**config.mk**
```make
export PLATFORM = sky130hd
export DESIGN_NAME = count_sequencer_flat
export DESIGN_NICKNAME = d
export VERILOG_FILES = /design/src/rtl/count_sequencer_if.sv /design/src/rtl/count_sequencer.sv /design/src/flat_wrapper.sv
export SDC_FILE = /design/constraint.sdc
export NUM_CORES = 1
export LEC_CHECK = 0
export CAP_MARGIN = 30
export CORE_MARGIN = 8
export CORE_UTILIZATION = 51
export DETAILED_ROUTE_END_ITERATION = 10
export PLACE_DENSITY_LB_ADDON = 0.2
export REMOVE_ABC_BUFFERS = 1
export SLEW_MARGIN = 20
export SYNTH_ARGS = -nofsm -noshare
export SYNTH_HDL_FRONTEND = slang
export SYNTH_SLANG_ARGS = --single-unit
```
**constraint.sdc**
```tcl
create_clock -name clk -period 2.24 [get_ports clk]
set_input_delay 0.448 -clock clk [delete_from_list [all_inputs] [get_ports clk]]
set_output_delay 0.448 -clock clk [all_outputs]
set_load 0.02 [all_outputs]
```
**src/rtl/count_sequencer_if.sv**
```systemverilog
`default_nettype none
// ============================================================================
// Module      : count_sequencer_if
// Description : Config handshake, run control and status bundle for the
//               count_sequencer run-control block. The pause signal exists
//               only when CNT_SEQ_PAUSE_EN is defined.
// Revision    : 1.0  initial release
// ============================================================================
interface count_sequencer_if #(
    parameter int WIDTH      = 8,
    parameter int PRESCALE_W = 4
);
    logic                  cfg_valid;
    logic                  cfg_ready;
    logic [WIDTH-1:0]      cfg_limit;
    logic [PRESCALE_W-1:0] cfg_div;
    logic                  cfg_periodic;
    logic                  start;
    logic                  stop;
`ifdef CNT_SEQ_PAUSE_EN
    logic                  pause;
`endif
    logic [WIDTH-1:0]      count;
    logic                  tick;
    logic                  running;
    logic                  done;

    modport master (
`ifdef CNT_SEQ_PAUSE_EN
        output pause,
`endif
        output cfg_valid, cfg_limit, cfg_div, cfg_periodic, start, stop,
        input  cfg_ready, count, tick, running, done
    );

    modport slave (
`ifdef CNT_SEQ_PAUSE_EN
        input  pause,
`endif
        input  cfg_valid, cfg_limit, cfg_div, cfg_periodic, start, stop,
        output cfg_ready, count, tick, running, done
    );
endinterface
`default_nettype wire

```
**src/rtl/count_sequencer.sv**
```systemverilog
`default_nettype none
// ============================================================================
// Module      : count_sequencer
// Description : Prescaled start/stop run-control sequencer for an event
//               counter with terminal-count tick, one-shot or periodic mode.
//               Optional pause input enabled by defining CNT_SEQ_PAUSE_EN.
// Revision    : 1.0  initial release
// ============================================================================
module count_sequencer #(
    parameter int WIDTH      = 8,
    parameter int PRESCALE_W = 4
) (
    input  wire                clk,
    input  wire                rst,
    count_sequencer_if.slave   bus
);

    localparam logic [1:0] c_st_idle = 2'd0;
    localparam logic [1:0] c_st_run  = 2'd1;
    localparam logic [1:0] c_st_done = 2'd2;

    typedef enum logic [1:0] {
        ST_IDLE = c_st_idle,
        ST_RUN  = c_st_run,
        ST_DONE = c_st_done
    } state_t;

    state_t                r_state;
    logic [WIDTH-1:0]      r_count;
    logic [PRESCALE_W-1:0] r_presc;
    logic [WIDTH-1:0]      r_limit;
    logic [PRESCALE_W-1:0] r_div;
    logic                  r_periodic;
    logic                  r_tick;
    logic                  r_running;
    logic                  r_done;
    logic                  r_cfg_ready;

    state_t                w_state;
    logic [WIDTH-1:0]      w_count;
    logic [PRESCALE_W-1:0] w_presc;
    logic [WIDTH-1:0]      w_limit;
    logic [PRESCALE_W-1:0] w_div;
    logic                  w_periodic;
    logic                  w_tick;
    logic                  w_cfg_fire;
    logic                  w_pause;

`ifdef CNT_SEQ_PAUSE_EN
    assign w_pause = bus.pause;
`else
    assign w_pause = 1'b0;
`endif

    assign w_cfg_fire = bus.cfg_valid & r_cfg_ready;

    // Next-state and datapath; stop outranks any step in the same cycle.
    always_comb begin
        w_state    = r_state;
        w_count    = r_count;
        w_presc    = r_presc;
        w_limit    = r_limit;
        w_div      = r_div;
        w_periodic = r_periodic;
        w_tick     = 1'b0;
        case (r_state)
            ST_IDLE, ST_DONE: begin
                if (w_cfg_fire) begin
                    w_limit    = bus.cfg_limit;
                    w_div      = bus.cfg_div;
                    w_periodic = bus.cfg_periodic;
                    w_count    = '0;
                    w_state    = ST_IDLE;
                end else if (bus.start) begin
                    w_state = ST_RUN;
                    w_count = '0;
                    w_presc = '0;
                end
            end
            ST_RUN: begin
                if (bus.stop) begin
                    w_state = ST_IDLE;
                    w_presc = '0;
                end else if (!w_pause) begin
                    if (r_presc == r_div) begin
                        w_presc = '0;
                        if (r_count == r_limit) begin
                            w_tick = 1'b1;
                            if (r_periodic) begin
                                w_count = '0;
                            end else begin
                                w_state = ST_DONE;
                            end
                        end else begin
                            w_count = r_count + WIDTH'(1);
                        end
                    end else begin
                        w_presc = r_presc + PRESCALE_W'(1);
                    end
                end
            end
            default: begin
                w_state = ST_IDLE;
                w_count = '0;
                w_presc = '0;
            end
        endcase
    end

    // Status outputs are registered from the next state so they line up with it.
    always_ff @(posedge clk or posedge rst) begin
        if (rst) begin
            r_state     <= ST_IDLE;
            r_count     <= '0;
            r_presc     <= '0;
            r_limit     <= '1;
            r_div       <= '0;
            r_periodic  <= 1'b0;
            r_tick      <= 1'b0;
            r_running   <= 1'b0;
            r_done      <= 1'b0;
            r_cfg_ready <= 1'b1;
        end else begin
            r_state     <= w_state;
            r_count     <= w_count;
            r_presc     <= w_presc;
            r_limit     <= w_limit;
            r_div       <= w_div;
            r_periodic  <= w_periodic;
            r_tick      <= w_tick;
            r_running   <= (w_state == ST_RUN);
            r_done      <= (w_state == ST_DONE);
            r_cfg_ready <= (w_state != ST_RUN);
        end
    end

    assign bus.count     = r_count;
    assign bus.tick      = r_tick;
    assign bus.running   = r_running;
    assign bus.done      = r_done;
    assign bus.cfg_ready = r_cfg_ready;

endmodule
`default_nettype wire

```
**src/flat_wrapper.sv**
```systemverilog
// flat-port wrapper written by rule: the top's interface ports become plain ports
module count_sequencer_flat 
#(
    parameter int WIDTH      = 8,
    parameter int PRESCALE_W = 4
)
  (clk, rst, bus_cfg_valid, bus_cfg_limit, bus_cfg_div, bus_cfg_periodic, bus_start, bus_stop, bus_cfg_ready, bus_count, bus_tick, bus_running, bus_done);
  count_sequencer_if #(.WIDTH(WIDTH), .PRESCALE_W(PRESCALE_W)) bus_i ();
  input  wire clk;
  input  wire rst;
  input wire logic [$bits(bus_i.cfg_valid)-1:0] bus_cfg_valid;
  input wire logic [$bits(bus_i.cfg_limit)-1:0] bus_cfg_limit;
  input wire logic [$bits(bus_i.cfg_div)-1:0] bus_cfg_div;
  input wire logic [$bits(bus_i.cfg_periodic)-1:0] bus_cfg_periodic;
  input wire logic [$bits(bus_i.start)-1:0] bus_start;
  input wire logic [$bits(bus_i.stop)-1:0] bus_stop;
  output wire logic [$bits(bus_i.cfg_ready)-1:0] bus_cfg_ready;
  output wire logic [$bits(bus_i.count)-1:0] bus_count;
  output wire logic [$bits(bus_i.tick)-1:0] bus_tick;
  output wire logic [$bits(bus_i.running)-1:0] bus_running;
  output wire logic [$bits(bus_i.done)-1:0] bus_done;
  assign bus_i.cfg_valid = bus_cfg_valid;
  assign bus_i.cfg_limit = bus_cfg_limit;
  assign bus_i.cfg_div = bus_cfg_div;
  assign bus_i.cfg_periodic = bus_cfg_periodic;
  assign bus_i.start = bus_start;
  assign bus_i.stop = bus_stop;
  assign bus_cfg_ready = bus_i.cfg_ready;
  assign bus_count = bus_i.count;
  assign bus_tick = bus_i.tick;
  assign bus_running = bus_i.running;
  assign bus_done = bus_i.done;
  count_sequencer #(.WIDTH(WIDTH), .PRESCALE_W(PRESCALE_W)) u_core (.clk(clk), .rst(rst), .bus(bus_i));
endmodule
```
# --- Word level (Yosys, flattened, before mapping) ---
# Cells that the tools add are included.
classes:
  n_addsub: 2
  n_eq_ne: 13
  muxes: 23
  n_bitwise: 1
  reduce_logical: 5
ops:
  columns: ["op", "n"]
  rows:
  - ["$mux W8", 6]
  - ["$mux W4", 4]
  - ["$pmux W8 S2", 1]
  - ["$mux W2", 6]
  - ["$add A8 B1 Y8 const B", 1]
  - ["$eq A8 B8 Y1", 1]
  - ["$pmux W4 S2", 1]
  - ["$ne A2 B2 Y1 const B", 3]
  - ["$ne A3 B2 Y1 const B", 2]
  - ["$add A4 B1 Y4 const B", 1]
  - ["$eq A2 B1 Y1 const B", 2]
  - ["$eq A2 B2 Y1 const B", 2]
  - ["$eq A4 B4 Y1", 1]
  - ["$mux W1", 4]
  - ["$ne A2 B1 Y1 const B", 2]
  - ["$pmux W2 S2", 1]
  - ["$reduce_and A2 Y1", 2]
  - ["$reduce_and A4 Y1", 1]
  - ["$logic_not A2 Y1", 1]
  - ["$reduce_or A2 Y1", 1]
  - ["$and A1 B1 Y1", 1]
word_totals:
  ff_bits: 31
  in_bits: 18
  output_inout_bits: 12
  word_cells: 54

# --- Logic depth before layout (Yosys ltp) ---
depth:
  ltp_word: 6
  mapped_depth: 6
  mapped_depth_nobuf: 6

# --- Worst setup path before layout ---
# Ideal clock, no wire load.
synth_path:
  kind: "register to register"
  from: "register u_core.r_count[3] (netlist: u_core.bus.count[3])"
  to: "register u_core.r_count[5] (netlist: u_core.bus.count[5])"
  setup_ns: 0.128
  t_arrival_ns: 1.642
  required_ns: 2.112
  path_slack_ns: 0.470
  stages_incl_launch_ff: 6
  n_path_buf: 0
  synth_period_minus_slack_ns: 1.770
  cell_sequence: "dfrtp_1 xor2_1 nor4_2 a21oi_1 a221oi_1 o22ai_1"
synth_via:
  elab_chain_len: 5
  elab_cells_between_ends: 8
  cone_classes: "1 x add/sub; 2 x eq/ne; 4 x mux; 1 x reduce/logical"
synth_rtl:
  columns: ["element", "line", "source"]
  rows:
  - ["start: declaration", "count_sequencer.sv:29", "logic [WIDTH-1:0] r_count;"]
  - ["start signal: assignment", "count_sequencer.sv:125", "r_count <= w_count;"]
  - ["$add A8 B1 Y8 or $eq A8 B8 Y1 (tied branches)", "count_sequencer.sv:95, count_sequencer.sv:87", null]
  - ["$mux W8", "count_sequencer.sv:87", "if (r_count == r_limit) begin"]
  - ["$mux W8", "count_sequencer.sv:85", "if (r_presc == r_div) begin"]
  - ["$mux W8", "count_sequencer.sv:81", "if (bus.stop) begin"]
  - ["$pmux W8 S2", "count_sequencer.sv:66", "case (r_state)"]
# Parallel ways exist; a longest one is shown, timed or not. The select of a mux whose other input is x is not followed.
# A chain may end at the register's enable or synchronous reset.

# --- Final worst setup path ---
layout_path:
  from: "register u_core.r_count[3] (netlist: u_core.bus.count[3])"
  to: "register u_core.r_count[2] (netlist: u_core.bus.count[2])"
layout_via:
  elab_chain_len: 5
  elab_cells_between_ends: 7
  cone_classes: "2 x eq/ne; 4 x mux; 1 x reduce/logical"
layout_rtl:
  columns: ["element", "line"]
  rows:
  - ["$eq A8 B8 Y1 (*)", "count_sequencer.sv:87"]
  - ["$mux W8", "count_sequencer.sv:87"]
  - ["$mux W8", "count_sequencer.sv:85"]
  - ["$mux W8", "count_sequencer.sv:81"]
  - ["$pmux W8 S2", "count_sequencer.sv:66"]
# Mark *: on every way between the ends. The rest lies on a longest branch, timed or not. The select of a mux whose other input is x is not followed.

==> flow_metrics.env <==
export IMPL_critical_path_class="flip-flop to flip-flop"
export IMPL_drv_cap=0
export IMPL_yosysWarningCount=0
export IMPL_fin_nets=193
export IMPL_floorplan_initialDensity_pct=52.4
export IMPL_status="finished, final reports clean"
export IMPL_synthMuxAreaShare_pct=11.9
export IMPL_timing_final_ws_setup_ns=0.218
export IMPL_power_leakage_nw=0.793
export IMPL_number_of_flops_mapped_to_enable_cells_by_yosys=0
export IMPL_share_of_the_synthesized_netlist_area_taken_by_xor_and_xnor_gates_pct=6.68
export IMPL_time_the_final_worst_path_needs_with_i_o_delays_and_setup_ns=2.02
export IMPL_drive_above_1_share_pct=17.8
export IMPL_hold_class="input port to asynchronous set/reset pin"
export IMPL_post_place_cells=199
export IMPL_clkSinkCount=31
export IMPL_final_design_area_excluding_fillers_um2=1960
export IMPL_io_buffers=29
export IMPL_clock_tree_root_cell="clkbuf_4"
export IMPL_core_area_um2=3000
export IMPL_whs_ns=0.480
export IMPL_ant_nets=0
export IMPL_ys_seq_elements=31
export IMPL_total_detailed_routing_wirelength_mm=3.26
export IMPL_top_ff_cell_synth="dfrtp_1"
export IMPL_die_w_um=71.6
export IMPL_worst_slew_pin_transition_ns=0.623
export IMPL_die_area_um2=5120
export IMPL_worstPathBufferInverterCount=0
export IMPL_drt_wirelength_per_cell_um=15.7
export IMPL_complex_gate_fraction_of_the_synthesized_area_pct=13.6
export IMPL_yosys_area_share_adder_pct=1.59
export IMPL_netlist_area_um2=1570
export IMPL_syn_to_final_growth_pct=24.8
export IMPL_tritoncts_clock_tree="built"
export IMPL_maximum_number_of_pins_on_one_net_before_global_route_repair=32
export IMPL_dpl_cell_area_um2=1900
export IMPL_first_global_vias=1187
export IMPL_required_worst_endpoint_ns=2.45
export IMPL_fin_setup_tns_ns=0
export IMPL_vdd_ir_drop_max_v=0.000437
export IMPL_drt_pass1_iter_count=4
export IMPL_ctsHtreeMaxLevel=2
export IMPL_clkSlewWorstSetupHoldPaths_ns=0.10
export IMPL_cts_buffers=5
export IMPL_antenna_found_initial=0
export IMPL_crit_path_start_kind="flip-flop"
export IMPL_main_combinational_cell_family_by_area_after_synthesis="compound AO/OA/AOI/OAI gates"
export IMPL_setup_worst_path_end_class="flip-flop"
export IMPL_critical_path_depth=5
export IMPL_worst_r2r_startpoint="u_core.bus.count[3]"
export IMPL_postCtsSetupBuffers=0
export IMPL_async_reset_ff_share_pct=100
export IMPL_multiInputGateArea_um2=729
export IMPL_setup_viol=0
export IMPL_ctsLongestPathBuffers=2
export IMPL_clock_fmax_mhz=495
export IMPL_critical_path_top_delay_family="compound AO/OA/AOI/OAI gates"
export IMPL_syn_area_per_cell_um2=11.3
export IMPL_synthDominantAreaCellType="dfrtp_1"
export IMPL_cell_by_cell_listing_of_the_critical_path="xor2_1, nor4_2, a21oi_1, a221oi_1, o22ai_1"
export IMPL_largest_cells_by_area_after_synthesis="dfrtp_1, dfstp_2, mux2_1"
export IMPL_crit_fanout=9
export IMPL_place_ws_ns=0.238
export IMPL_globalplace_congestion=0.824
export IMPL_final_instance_count_excl_fillers=207
export IMPL_rows=20
export IMPL_maxSlewHeadroom_pct=58.5
export IMPL_drtIter0Drc=109
export IMPL_p_per_area_nw_per_um2=823
export IMPL_antennaDiodeCount=0
export IMPL_timing_max_transition_violations_final=0
export IMPL_min_period_over_period_pct=90.3
export IMPL_remaining_drc_errors=0
export IMPL_finClkSkew_ns=0.0156
export IMPL_finalHoldViolCount=0
export IMPL_grt_use_total_pct=13.5
export IMPL_crit_path_max_incr_delay_ns=0.47
export IMPL_synth_sequential_area_ratio_pct=50.0
export IMPL_cts_hold_buf=0
export IMPL_crit_path_top_delay_cell="nor4_2"
export IMPL_hpwlAfterDp_mm=2.49
export IMPL_dieHeight_um=71.6
export IMPL_cts_resized_gates=0
export IMPL_drt_vias_per_instance=5.69
export IMPL_layout_filler_cells=247
export IMPL_top_level_ports=30
export IMPL_netlist_cell_type_count=37
export IMPL_setup_worst_path_start="u_core.bus.count[3]"
export IMPL_synthCells=139
export IMPL_r2r_cells=5
export IMPL_netlist_area_leader_share_pct=35.0
export IMPL_final_cell_mix="clkdlybuf4s50_1, dfrtp_1, inv_1"
export IMPL_yosys_area_share_simple_pct=12.6
export IMPL_final_common_cell="clkdlybuf4s50_1"
export IMPL_grt_first_pass_wirelength_mm=5.46
export IMPL_rsz0062_at_grt="false"
export IMPL_gr_total_overflow=0
export IMPL_insertion_delay_ns=0.33
export IMPL_total_via_count_after_detailed_routing=1178
export IMPL_arrival_ns=2.23
export IMPL_register_area_um2=787
==> worst paths after layout <==
path / endpoint / slack (ns)
hold / removal: u_core.r_div[2] / 0.48
setup reg to reg: u_core.bus.count[2] / 0.22
hold reg to reg: u_core.r_div[3] / 0.54
setup / recovery: u_core.bus.count[2] / 0.22
min in group clk: u_core.r_div[3] / 0.54
max in group asynchronous: u_core.r_limit[7] / 1.43
==> per-layer routing <==
metal | track usage, % | share of wire [%] | routed length [µm] | vias up
li1 | - | - | - | 575
met1 | 15.9 | 45 | 1480 | 562
met2 | 22.1 | 47 | 1540 | 36
met3 | 4.60 | 6.2 | 202 | 5
met4 | 4.76 | 1.0 | 34 | 0
met5 | 0 | 0 | 0 | -
==> cells by family after synthesis <==
family / after synthesis
AOI/OAI and AO/OA: 27
DFF: 31
xor gates and xnor gates: 12
and+or+nand+nor: 35
buffers and inverters: 15
adders and majority gates: 2
muxes: 17
==> synth_stat cells, types with 5 or more instances <==
cell,number
dfrtp_1,22
dfstp_2,9
inv_1,11
mux2_1,7
mux2_2,7
nand2_1,10
nand3_1,5
xor2_1,8
==> flip-flops by register name (all words and copies together) (netlist names) <==
signal                count
u_core.bus.cfg_ready      1
u_core.bus.count          8
u_core.bus.done           1
u_core.bus.running        1
u_core.bus.tick           1
u_core.r_div              4
u_core.r_limit            8
u_core.r_periodic         1
u_core.r_presc            4
u_core.r_state            2
==> where the power goes <==
group	switching [mW]	leakage [nW]	internal, mW
sequential	0.101	0.386	0.723
combinational	0.218	0.372	0.237
clock	0.185	0.0353	0.152
==> cell type report <==
| cell class | instances | share of cell area (%) |
|---|---|---|
| clock buffer | 7 | 2.80 |
| multi-input combinational | 93 | 37.1 |
| tap | 33 | 2.10 |
| inverter | 11 | 2.10 |
| clock inverter | 1 | 0.255 |
| sequential | 31 | 40.1 |
| timing repair buffer | 31 | 15.5 |
==> stage by stage <==
stage          power, mW  utilization (%)
2_1_floorplan       1.15                -
3_3_place_gp        1.26             63.4
3_5_place_dp        1.29             63.4
4_1_cts             1.63             65.4
5_1_grt             1.72             65.4
6_report            1.62             65.4
==> worst reg2reg max path, stage by stage (launching register included) <==
cell and delay [ns]:
dfrtp_1 0.46, xor2_1 0.18, nor4_2 0.47, a21oi_1 0.31
a221oi_1 0.37, o22ai_1 0.12
Note: power is estimated with default switching activity, not from simulation.
